`src/rtl/mem_io_bridge.sv`:
```
// mem_io_bridge: routes datapath memory accesses to block RAM or to the
// memory-mapped I/O registers: LEDs, switches, TX FIFO and cycle counter.
// Read data has a 1-cycle latency on both paths.
// Optional feature macro: MEMIO_TIMER_EN (cycle counter at IO_BASE+3).
module mem_io_bridge #(
  parameter int unsigned RAM_AW   = 10,
  parameter logic [15:0] IO_BASE  = 16'hFF00,
  parameter int unsigned TX_DEPTH = 4
) (
  input  logic              clk,
  input  logic              rst,
  input  logic [15:0]       mem_addr,
  input  logic              mem_we,
  input  logic [15:0]       mem_wdata,
  output logic [15:0]       mem_rdata,
  output logic [RAM_AW-1:0] ram_addr,
  output logic              ram_we,
  output logic [15:0]       ram_wdata,
  input  logic [15:0]       ram_rdata,
  input  logic [15:0]       sw_in,
  output logic [15:0]       led_out,
  output logic [15:0]       tx_data,
  output logic              tx_valid,
  input  logic              tx_ready
);

  localparam int unsigned PW = $clog2(TX_DEPTH);
  localparam int unsigned CW = PW + 1;
  localparam logic [CW-1:0] FULL_CNT = CW'(TX_DEPTH);

  logic          is_io;
  logic [15:0]   io_off;
  logic          io_wr;
  logic          wr_led, wr_tx, wr_ctl;
  logic [15:0]   io_rd_val;
  logic [15:0]   cnt_val;

  logic          sel_q;
  logic [15:0]   io_q;
  logic [15:0]   led_q;
  logic [15:0]   sw_s1_q, sw_s2_q;

  logic [15:0]   fifo_q [TX_DEPTH];
  logic [PW-1:0] wr_ptr_q, rd_ptr_q;
  logic [CW-1:0] count_q;
  logic          ovf_q;
  logic          full, empty, push, pop;

  assign is_io     = (mem_addr >= IO_BASE);
  assign io_off    = mem_addr - IO_BASE;
  assign io_wr     = mem_we & is_io;
  assign wr_led    = io_wr & (io_off == 16'd0);
  assign wr_tx     = io_wr & (io_off == 16'd2);
  assign wr_ctl    = io_wr & (io_off == 16'd4);

  assign ram_addr  = mem_addr[RAM_AW-1:0];
  assign ram_wdata = mem_wdata;
  assign ram_we    = mem_we & ~is_io;

  assign full      = (count_q == FULL_CNT);
  assign empty     = (count_q == '0);
  assign push      = wr_tx & ~full;
  assign pop       = ~empty & tx_ready;
  assign tx_valid  = ~empty;
  assign tx_data   = fifo_q[rd_ptr_q];
  assign led_out   = led_q;
  assign mem_rdata = sel_q ? io_q : ram_rdata;

`ifdef MEMIO_TIMER_EN
  logic        wr_cnt;
  logic [15:0] cnt_q;
  assign wr_cnt  = io_wr & (io_off == 16'd3);
  assign cnt_val = cnt_q;

  // Free-running cycle counter; a write zeroes it as of the write cycle,
  // so the register already holds 1 in the cycle after the write.
  always_ff @(posedge clk) begin
    if (rst)         cnt_q <= '0;
    else if (wr_cnt) cnt_q <= 16'd1;
    else             cnt_q <= cnt_q + 16'd1;
  end
`else
  assign cnt_val = '0;
`endif

  // I/O read mux for the address currently presented
  always_comb begin
    io_rd_val = '0;
    case (io_off)
      16'd0:   io_rd_val = led_q;
      16'd1:   io_rd_val = sw_s2_q;
      16'd2:   io_rd_val = {8'(count_q), 5'b0, ovf_q, empty, full};
      16'd3:   io_rd_val = cnt_val;
      default: io_rd_val = '0;
    endcase
  end

  // Read-path registers matching block RAM latency
  always_ff @(posedge clk) begin
    if (rst) begin
      sel_q <= 1'b0;
      io_q  <= '0;
    end else begin
      sel_q <= is_io;
      io_q  <= io_rd_val;
    end
  end

  // LED register and switch synchronizer
  always_ff @(posedge clk) begin
    if (rst) begin
      led_q   <= '0;
      sw_s1_q <= '0;
      sw_s2_q <= '0;
    end else begin
      if (wr_led) led_q <= mem_wdata;
      sw_s1_q <= sw_in;
      sw_s2_q <= sw_s1_q;
    end
  end

  // TX FIFO storage; contents need no reset since pointers/count gate them
  always_ff @(posedge clk) begin
    if (push) fifo_q[wr_ptr_q] <= mem_wdata;
  end

  // TX FIFO pointers, count and sticky overflow
  always_ff @(posedge clk) begin
    if (rst) begin
      wr_ptr_q <= '0;
      rd_ptr_q <= '0;
      count_q  <= '0;
      ovf_q    <= 1'b0;
    end else begin
      if (push) wr_ptr_q <= wr_ptr_q + 1'b1;
      if (pop)  rd_ptr_q <= rd_ptr_q + 1'b1;
      if (push && !pop)      count_q <= count_q + 1'b1;
      else if (pop && !push) count_q <= count_q - 1'b1;
      if (wr_tx && full) ovf_q <= 1'b1;
      else if (wr_ctl)   ovf_q <= 1'b0;
    end
  end

endmodule
```
`config.mk`:
```
export PLATFORM = sky130hd
export DESIGN_NAME = mem_io_bridge
export DESIGN_NICKNAME = d
export VERILOG_FILES = /design/src/rtl/mem_io_bridge.sv
export SDC_FILE = /design/constraint.sdc
export NUM_CORES = 1
export LEC_CHECK = 0
export ABC_AREA = 1
export BUFFER_PORTS_ARGS = -buffer_cell sky130_fd_sc_hd__buf_2
export CAP_MARGIN = 25
export CORE_MARGIN = 2
export CORE_UTILIZATION = 35
export CTS_CLUSTER_SIZE = 30
export DETAILED_ROUTE_END_ITERATION = 8
export PLACE_DENSITY = 0.64
export SYNTH_ARGS = -nofsm -noshare
export SYNTH_HDL_FRONTEND = slang
export SYNTH_SLANG_ARGS = --single-unit
```
`constraint.sdc`:
```
create_clock -name clk -period 6.7 [get_ports clk]
set_clock_uncertainty 0.05 [all_clocks]
set_input_delay 0.67 -clock clk [delete_from_list [all_inputs] [get_ports clk]]
set_output_delay 0.67 -clock clk [all_outputs]
set_load 0.02 [all_outputs]
```
-- Word level (Yosys, flattened, before mapping)
Memory sizes are Yosys's and may differ from the RTL's. A register that Yosys moved wholly into a read port is not among the register bits.
Index checks and enable logic that the tools add are counted.
- magnitude comparators: 1
- bitwise operators: 10
- muxes and demuxes: 10
- add/subtract/negate cells: 5
- eq/ne operators: 4
- reduce and logical (&&, ||, !) cells: 9
- operators by type and width (operator ; count):
    16-bit case mux with 3 select lines ; 1
    16-bit by 1-bit equality test with 1-bit output, second input constant ; 1
    16-bit by 2-bit equality test with 1-bit output, second input constant ; 1
    16-bit by 3-bit equality test with 1-bit output, second input constant ; 1
    16-bit >= comparator, second input constant ; 1
    16-bit logical NOT ; 1
    16-bit two-way mux ; 1
    16-bit subtractor, second input constant ; 1
    1-bit AND ; 7
    3-bit two-way mux ; 2
    2-bit by 1-bit adder with 2-bit output, second input constant ; 2
    1-bit two-way mux ; 4
    2-bit two-way mux ; 2
    2-bit nonzero test ; 2
    3-bit by 1-bit adder with 3-bit output, second input constant ; 1
    3-bit equality test, second input constant ; 1
    1-bit logical AND ; 3
    3-bit logical NOT ; 1
    1-bit NOT ; 3
    3-bit by 1-bit subtractor with 3-bit output, second input constant ; 1
    1-bit logical NOT ; 2
- memories: 1
- output and inout port bits: 76
- bits of input ports: 68
- flip-flop bits (word level): 73
- bits in writable memories: 64
- memory list (name ; depth ; width ; rd ports ; clocked after memory_dff ; wr ports ; line ; RTL):
    fifo_q ; 4 ; 16 ; 1 ; 1 ; 1 ; 43 ; logic [15:0] fifo_q [TX_DEPTH];

-- Logic depth before layout (Yosys ltp)
Gate-level depths: netlist of run 1.
- word-level depth: 8
- depth in mapped cells: 14
- mapped depth without buffers: 13

-- Worst setup path after synthesis of run 1
Ideal clock, no wire load.
- kind: input to register
- start: input port mem_addr[13]
- end: register count_q[2]
- setup time: 0.122 ns
- cell stages on the path: 13
- arrival time: 2.403 ns
- setup slack: 4.124 ns
- data required time: 6.528 ns
- buffers on the path: 0
- cell sequence: nand2_1 > nor2_2 > nand2_4 > nor2_1 > nand4_2 > inv_2 > ha_1 > inv_1 > fa_1 > a21oi_1 > o21ai_0 > o21ai_0 > a21oi_1
- longest elaborated chain between the ends: 7
- RTL lines (element ; line ; RTL):
    start: declaration ; 12 ; input logic [15:0] mem_addr,
    16-bit subtractor / 16-bit >= comparator (equally long branches) ; 50, 49 ;
    16-bit by 2-bit equality test with 1-bit output / 1-bit AND (equally long branches) ; 53, 51 ;
    1-bit AND * ; 53 ; assign wr_tx = io_wr & (io_off == 16'd2);
    1-bit AND * ; 62 ; assign push = wr_tx & ~full;
    named net push ; 47 ; logic full, empty, push, pop;
    1-bit logical NOT ; 138 ; else if (pop && !push) count_q <= count_q - 1'b1;
    1-bit logical AND ; 138 ;
    2-bit nonzero test (no line) ; -- ;
    end signal: assignment ; 137 ; if (push && !pop) count_q <= count_q + 1'b1;
    end signal: assignment ; 138 ;
    end: declaration ; 45 ; logic [CW-1:0] count_q;
Mark *: on every way through the listed nets, which the timed path passes. The rest lies on a longest branch.
A chain may end at the register's enable or synchronous reset.

-- Worst setup path in the final report of run 1
- start: input port mem_addr[5]
- end: register count_q[2]
The elaborated chain is that of the path after synthesis.

==> results by group, run 1 <==
Run status
  • Status: finished clean

Yosys
  • Most numerous cell in the Yosys netlist: nor2_1
  • Synth cell count leaders: nor2_1, dfxtp_1, edfxtp_1
  • Average cell area after synthesis: 10.31 um^2
  • Synth warn: 0
  • Seq/Total Area, Yosys: 58.89%
  • Post-synth ARST share: 0%
  • Post-synth EDFFs: 64
  • Netlist cell types: 34
  • Post-synthesis register bit count: 139
  • Yosys top cell area share: 33.06%
  • Synthesized cell area: 5813 um^2
  • Mapped Nets: 638
  • Gate Count Post-Synth: 564
  • Top cells by area, synth: edfxtp_1, dfxtp_1, nor2_1
  • Primary FF master, synth: dfxtp_1
  • Largest area contributor in the netlist: edfxtp_1

Place
  • DPL Wire Length: 9099 um
  • Port-buffer cells: 143
  • GP Congestion: 0.8097
  • Post-DP Area: 6449 um^2

Power and ir drop
  • Sequential share of power: 42.7%
  • Pwr dens: 311.6 nW/um^2
  • Clock power frac: 40.5%
  • Switching power: 0.6125 mW
  • Int Power: 1.571 mW
  • Leakage: 2.874 nW
  • Switching share of power: 28.05%
  • Largest vdd supply drop: 0.2014 mV
  • Comb power frac: 16.8%

Route
  • Routed WL: 12910 um
  • DR vias/cell: 4.470
  • Pre-antenna DRT Iters: 5
  • Drt drc: 0
  • WL per Instance: 14.19 um
  • Post-route ant nets: 0
  • First DRT Iteration DRCs: 333
  • Vias: 4068

GRT
  • GRT met3 Usage: 4.061%
  • Vias in the first global route: 3914
  • First-pass GRT wire length: 20780 um
  • Initial antenna violation count: 0
  • Routing usage on met2: 23.40%
  • Grt met1 use: 20.29%
  • Grt ovf: 0
  • Busiest grt layer: met2
  • GRT Total Usage: 15.24%
  • Pin count of the biggest net entering global routing: 53

Floorplan
  • Core Region: 16410 um^2
  • Die Span Y: 132.9 um
  • Die Wd: 132.9 um
  • Placement row count: 47
  • Initial Util: 35.43%
  • IO Pins: 144
  • Die area: 17660 um^2

Timing
  • Worst rel slew slack: 39.50%
  • Final setup fails: 0
  • Fmax: 316.1 MHz
  • Tcrit/Tclk final: 47.22%
  • Setup Total Neg Slack: 0 ns
  • Slew @ Worst Pin: 0.9054 ns
  • Post-layout min period: 3.164 ns
  • Final Hold Fails: 0
  • Max Slew Vio Count: 0
  • RSZ-0062 raised after global routing: no

Worst setup path
  • Worst reg2reg path depth: 10
  • CP max-delay cell: nor2_4
  • CP arrival: 3.41 ns
  • Nature of the critical path endpoint: flop
  • CP Cell Sequence: buf_2 > nor2_2 > nand3_2 > nor2_4 > nand4_2 > inv_2 > ha_1 > inv_1 > fa_1 > a21oi_1 > o21ai_0 > o21ai_0 > a21oi_1
  • Startpoint types: input port
  • CP max FO: 40
  • CP Class: input port to flop
  • CP max stage delay: 0.73 ns
  • Critical path required time: 6.95 ns

Clock network
  • CTS Hold Bufs: 0
  • CTS buffer count: 17
  • CTS tree: built
  • Reg clk slew, reported paths: 0.06 ns
  • CTS root buf: clkbuf_16
  • CTS sink count: 139
  • Resized Gates After CTS: 0
  • Setup bufs post-CTS: 0
  • Number of H-tree levels: 4
  • CTS max path bufs: 2
  • Clk Latency, worst-skew pair: 0.41 ns

Layout
  • Ant diodes: 0
  • Layout cell share with drive strength beyond 1: 32.46%
  • Area Overhead vs Synth: 20.56%
  • Post-layout instance area: 7008 um^2
  • Register area: 3423 um^2
  • Final Net Count: 751
  • Layout filler cell count: 1596
  • Area of the multi-input gates: 1738 um^2

Hold path
  • Class of the worst hold path: flop to flop
  • Hold depth: 2

Flow run
  • Max cap viols: 0
[area by class of cell]
| class | count | area share, % |
|---|---|---|
| clock buffer | 20 | 6.231 |
| clock inverter | 12 | 1.750 |
| inverter | 67 | 3.696 |
| multi-input combinational | 304 | 24.80 |
| sequential | 139 | 48.85 |
| tap | 220 | 3.928 |
| timing repair buffer | 148 | 10.75 |
[kinds of logic after synthesis]
logic type      share of synthesized area (%)
flops                                   58.89
mux                                     3.099
compound gates                          7.964
buf+inv                                 11.21
fa+ha+maj                               1.421
xor+xnor                               0.1507
simple gates                            17.26
[cell usage in the layout (no fill, tap or decap), drive strengths merged, types with 20 or more instances in the layout]
master    n
a21oi    33
buf     148
clkbuf   20
dfxtp    75
edfxtp   64
inv      68
nand2    34
nand3    47
nand4    22
nor2     88
o21ai    38
[per-stage QoR]
stage          std cells  setup slack, ns  util, %  hold WS [ns]  power, mW
2_1_floorplan        564            4.124        -        0.3383      1.200
5_1_grt              910            3.203    42.71        0.3696      2.288
6_report             910            3.536    42.71        0.3488      2.184
3_5_place_dp         878            3.231    39.30        0.3429      1.318
4_1_cts              910            3.566    42.71        0.3476      2.207
3_3_place_gp         877            3.169    39.26        0.3403      1.316
[metal layers]
metal	vias up	routed length, um
li1	2106	-
met1	1825	5929
met2	124	5967
met3	13	701
met4	0	316
met5	-	0
[flip-flops by register name (all words and copies together), names as in the netlist, named ones only]
| register | flops |
|---|---|
| count_q | 3 |
| fifo_q | 64 |
| io_q | 16 |
| led_out | 16 |
| ovf_q | 1 |
| rd_ptr_q | 2 |
| sel_q | 1 |
| sw_s1_q | 16 |
| sw_s2_q | 16 |
| wr_ptr_q | 2 |
[power groups by stage]
stage                     logic (mW)  registers [mW]  clock network (mW)
after detailed placement       0.368           0.950                   0
after global placement         0.366           0.950                   0
after CTS                      0.370           0.932               0.904
final                          0.367           0.932               0.884
after global routing           0.407           0.935               0.945
after floorplan                0.255           0.945                   0
[worst max-delay path, delay by kind of cell]
family / cells / cell delay [ns]
and+or+nand+nor: 4 / 1.38
AOI/OAI and AO/OA: 4 / 0.52
buffers and inverters: 3 / 0.30
adders and majority gates: 2 / 0.54
[final timing paths]
kind	startpoint	to	slack [ns]
worst max register to register	count_q[0]	count_q[2]	4.32
worst min-delay path	sw_s1_q[7]	sw_s2_q[7]	0.35
worst min register to register	sw_s1_q[7]	sw_s2_q[7]	0.35
worst max-delay path	mem_addr[5]	count_q[2]	3.54
Power figures use the tool's default switching activity.
==> run 2, diff against run 1 <==
PLACE_DENSITY = 0.66   (was 0.64)
clock period = 2.6 ns   (was 6.7 ns; I/O delays follow)
==> results by group, run 2 (synthesized netlist as in run 1, its figures left out) <==
Run status
  • Status: finished clean

GRT
  • Vias in the first global route: 3993 (+2.0%)
  • First-pass GRT wire length: 20690 um (-0.43%)
  • Grt ovf: 0 (unchanged)
  • Initial antenna violation count: 0 (unchanged)
  • Pin count of the biggest net entering global routing: 52 (-1.9%)
  • GRT Total Usage: 15.23% (about the same)

Place
  • GP Congestion: 0.7772 (-4.0%)
  • Post-DP Area: 6516 um^2 (+1.0%)
  • Port-buffer cells: 143 (unchanged)
  • Placed cells: 887 (+1.0%)
  • DPL Wire Length: 9243 um (+1.6%)

Clock network
  • CTS sink count: 139 (unchanged)
  • CTS tree: built
  • Resized Gates After CTS: 0 (unchanged)
  • Number of H-tree levels: 4 (unchanged)
  • Setup bufs post-CTS: 0 (unchanged)
  • CTS buffer count: 17 (unchanged)
  • CTS root buf: clkbuf_16
  • Clk Latency, worst-skew pair: 0.41 ns (about the same)
  • Reg clk slew, reported paths: 0.06 ns (about the same)
  • CTS max path bufs: 2 (unchanged)

Worst setup path
  • CP max FO: 5 (-88%)
  • Worst reg2reg path depth: 11 (+1)
  • CP Class: flop to flop
  • R2R Setup Slk: 0.39 ns (-3.93 ns)
  • Nature of the critical path endpoint: flop
  • FF-to-FF Start: count_q[0]
  • Critical path required time: 2.85 ns (-4.10 ns)
  • CP arrival: 2.46 ns (-0.95 ns)
  • Startpoint types: flop
  • Worst reg2reg endpoint: count_q[2]

Flow run
  • Max cap viols: 0 (unchanged)

Route
  • Pre-antenna DRT Iters: 7 (+2)
  • WL per Instance: 14.27 um (+0.56%)
  • First DRT Iteration DRCs: 239 (-28%)
  • DR vias/cell: 4.510 (+0.88%)
  • Routed WL: 13330 um (+3.2%)
  • Post-route ant nets: 0 (unchanged)
  • Vias: 4212 (+3.5%)
  • Drt drc: 0 (unchanged)

Layout
  • Area Overhead vs Synth: 24.90%
  • Ant diodes: 0 (unchanged)
  • Final Non-Filler Cells: 934 (+2.6%)
  • Most frequent cells in the layout: buf_2, nor2_1, dfxtp_1
  • Number of flip-flops in the largest register: 64 (unchanged)
  • Commonest non-fill, non-tap cell in the layout: buf_2
  • Layout cell share with drive strength beyond 1: 32.91% (+0.45 points)
  • Post-layout instance area: 7261 um^2 (+3.6%)
  • Final Net Count: 776 (+3.3%)
  • Most flop-heavy register: fifo_q

Hold path
  • Hold Path Sink: fifo_q[3][6]
  • Class of the worst hold path: input port to flop
  • Hold_sp: mem_wdata[6]
  • Hold depth: 1 (-1)

Timing
  • RSZ-0062 raised after global routing: no
  • Tcrit/Tclk final: 85.07%
  • Worst rel slew slack: 60.04% (+21 points)
  • Post-layout min period: 2.212 ns
  • Fmax: 452.1 MHz
  • Final Hold Fails: 0 (unchanged)
  • Setup Total Neg Slack: 0 ns (unchanged)
  • Max Slew Vio Count: 0 (unchanged)
  • Final setup fails: 0 (unchanged)
  • Hold slack: 0.05834 ns (-0.2904 ns)
  • Slew @ Worst Pin: 0.5985 ns (-0.3069 ns)

Power and ir drop
  • Leakage: 3.002 nW (+4.5%)
  • Power, Total: 5.737 mW (+160%)
  • Pwr dens: 790.1 nW/um^2 (+150%)
  • Largest vdd supply drop: 0.4435 mV (+120%)

Floorplan
  • Placement row count: 47 (unchanged)
  • Die Wd: 132.9 um (unchanged)
  • Initial Util: 35.43% (unchanged)
  • Core Region: 16410 um^2 (unchanged)
  • IO Pins: 144 (unchanged)
  • Die area: 17660 um^2 (unchanged)
  • Die Span Y: 132.9 um (unchanged)
==> run 2: changes by cell type in the layout (fill, tap and decap cells not counted), sizes merged <==
cell,previous run,this run
inv,68,66
dlygate4sd3,0,16
clkinv,7,8
buf,148,157
clkinvlp,2,1
bufinv,2,3
==> run 2: per-stage QoR <==
stage | setup slack [ns] | utilization [%]
CTS | 0.3869 | 44.25
finish | 0.3882 | 44.25
global route | 0.1129 | 44.25
floorplan | 0.4344 | -
global placement | 0.3293 | 39.72
detailed placement | 0.2596 | 39.72
==> run 2: repair_timing <==
| item | CTS | global route |
|---|---|---|
| endpoints found under the setup margin | 0 | 0 |
| hold buffers | 16 | 0 |
| endpoints found under the hold margin | 16 | 0 |
==> run 2: power by group <==
part / leakage (nW) / internal (mW) / switching, mW / total [mW]
logic: 1.53 / 0.324 / 0.639 / 0.963
clock network: 0.284 / 1.50 / 0.869 / 2.37
registers: 1.19 / 2.35 / 0.0562 / 2.40
total: 3.00 / 4.17 / 1.56 / 5.74
==> run 2: final cells by class <==
class                           count  area (um^2)
Fill cell                        1606         9146
Sequential cell                   139         3423
Multi-Input combinational cell    304         1738
Timing Repair Buffer              173        980.9
Clock buffer                       20        436.7
Tap cell                          220        275.3
Inverter                           67        259.0
Clock inverter                     11        147.6
==> run 2: how the worst max path moves through the flow <==
stage,start,to,cells after the start
after floorplan,mem_addr[13],count_q[2],13
after global placement,mem_addr[8],count_q[2],14
after detailed placement,mem_addr[8],count_q[2],14
after CTS,count_q[0],count_q[2],11
after global routing,count_q[0],count_q[2],11
final,count_q[0],count_q[2],11
==> run 2: worst max-delay path, stage by stage, from the launching register on <==
cell,delay (ns)
dfxtp_1,0.45
nor3_1,0.13
inv_1,0.13
nand4_2,0.19
inv_2,0.08
ha_1,0.14
inv_1,0.07
fa_1,0.38
a21oi_1,0.15
o21ai_0,0.11
o21ai_0,0.16
a21oi_1,0.05
==> run 2: per-layer routing <==
metal  up-vias  wire (um)  track usage, %
met5         -          0               0
met4         0        131           5.556
met3        13        597           3.985
met2       107       6575           25.99
met1      1939       6025           18.55
li1       2153          -               -
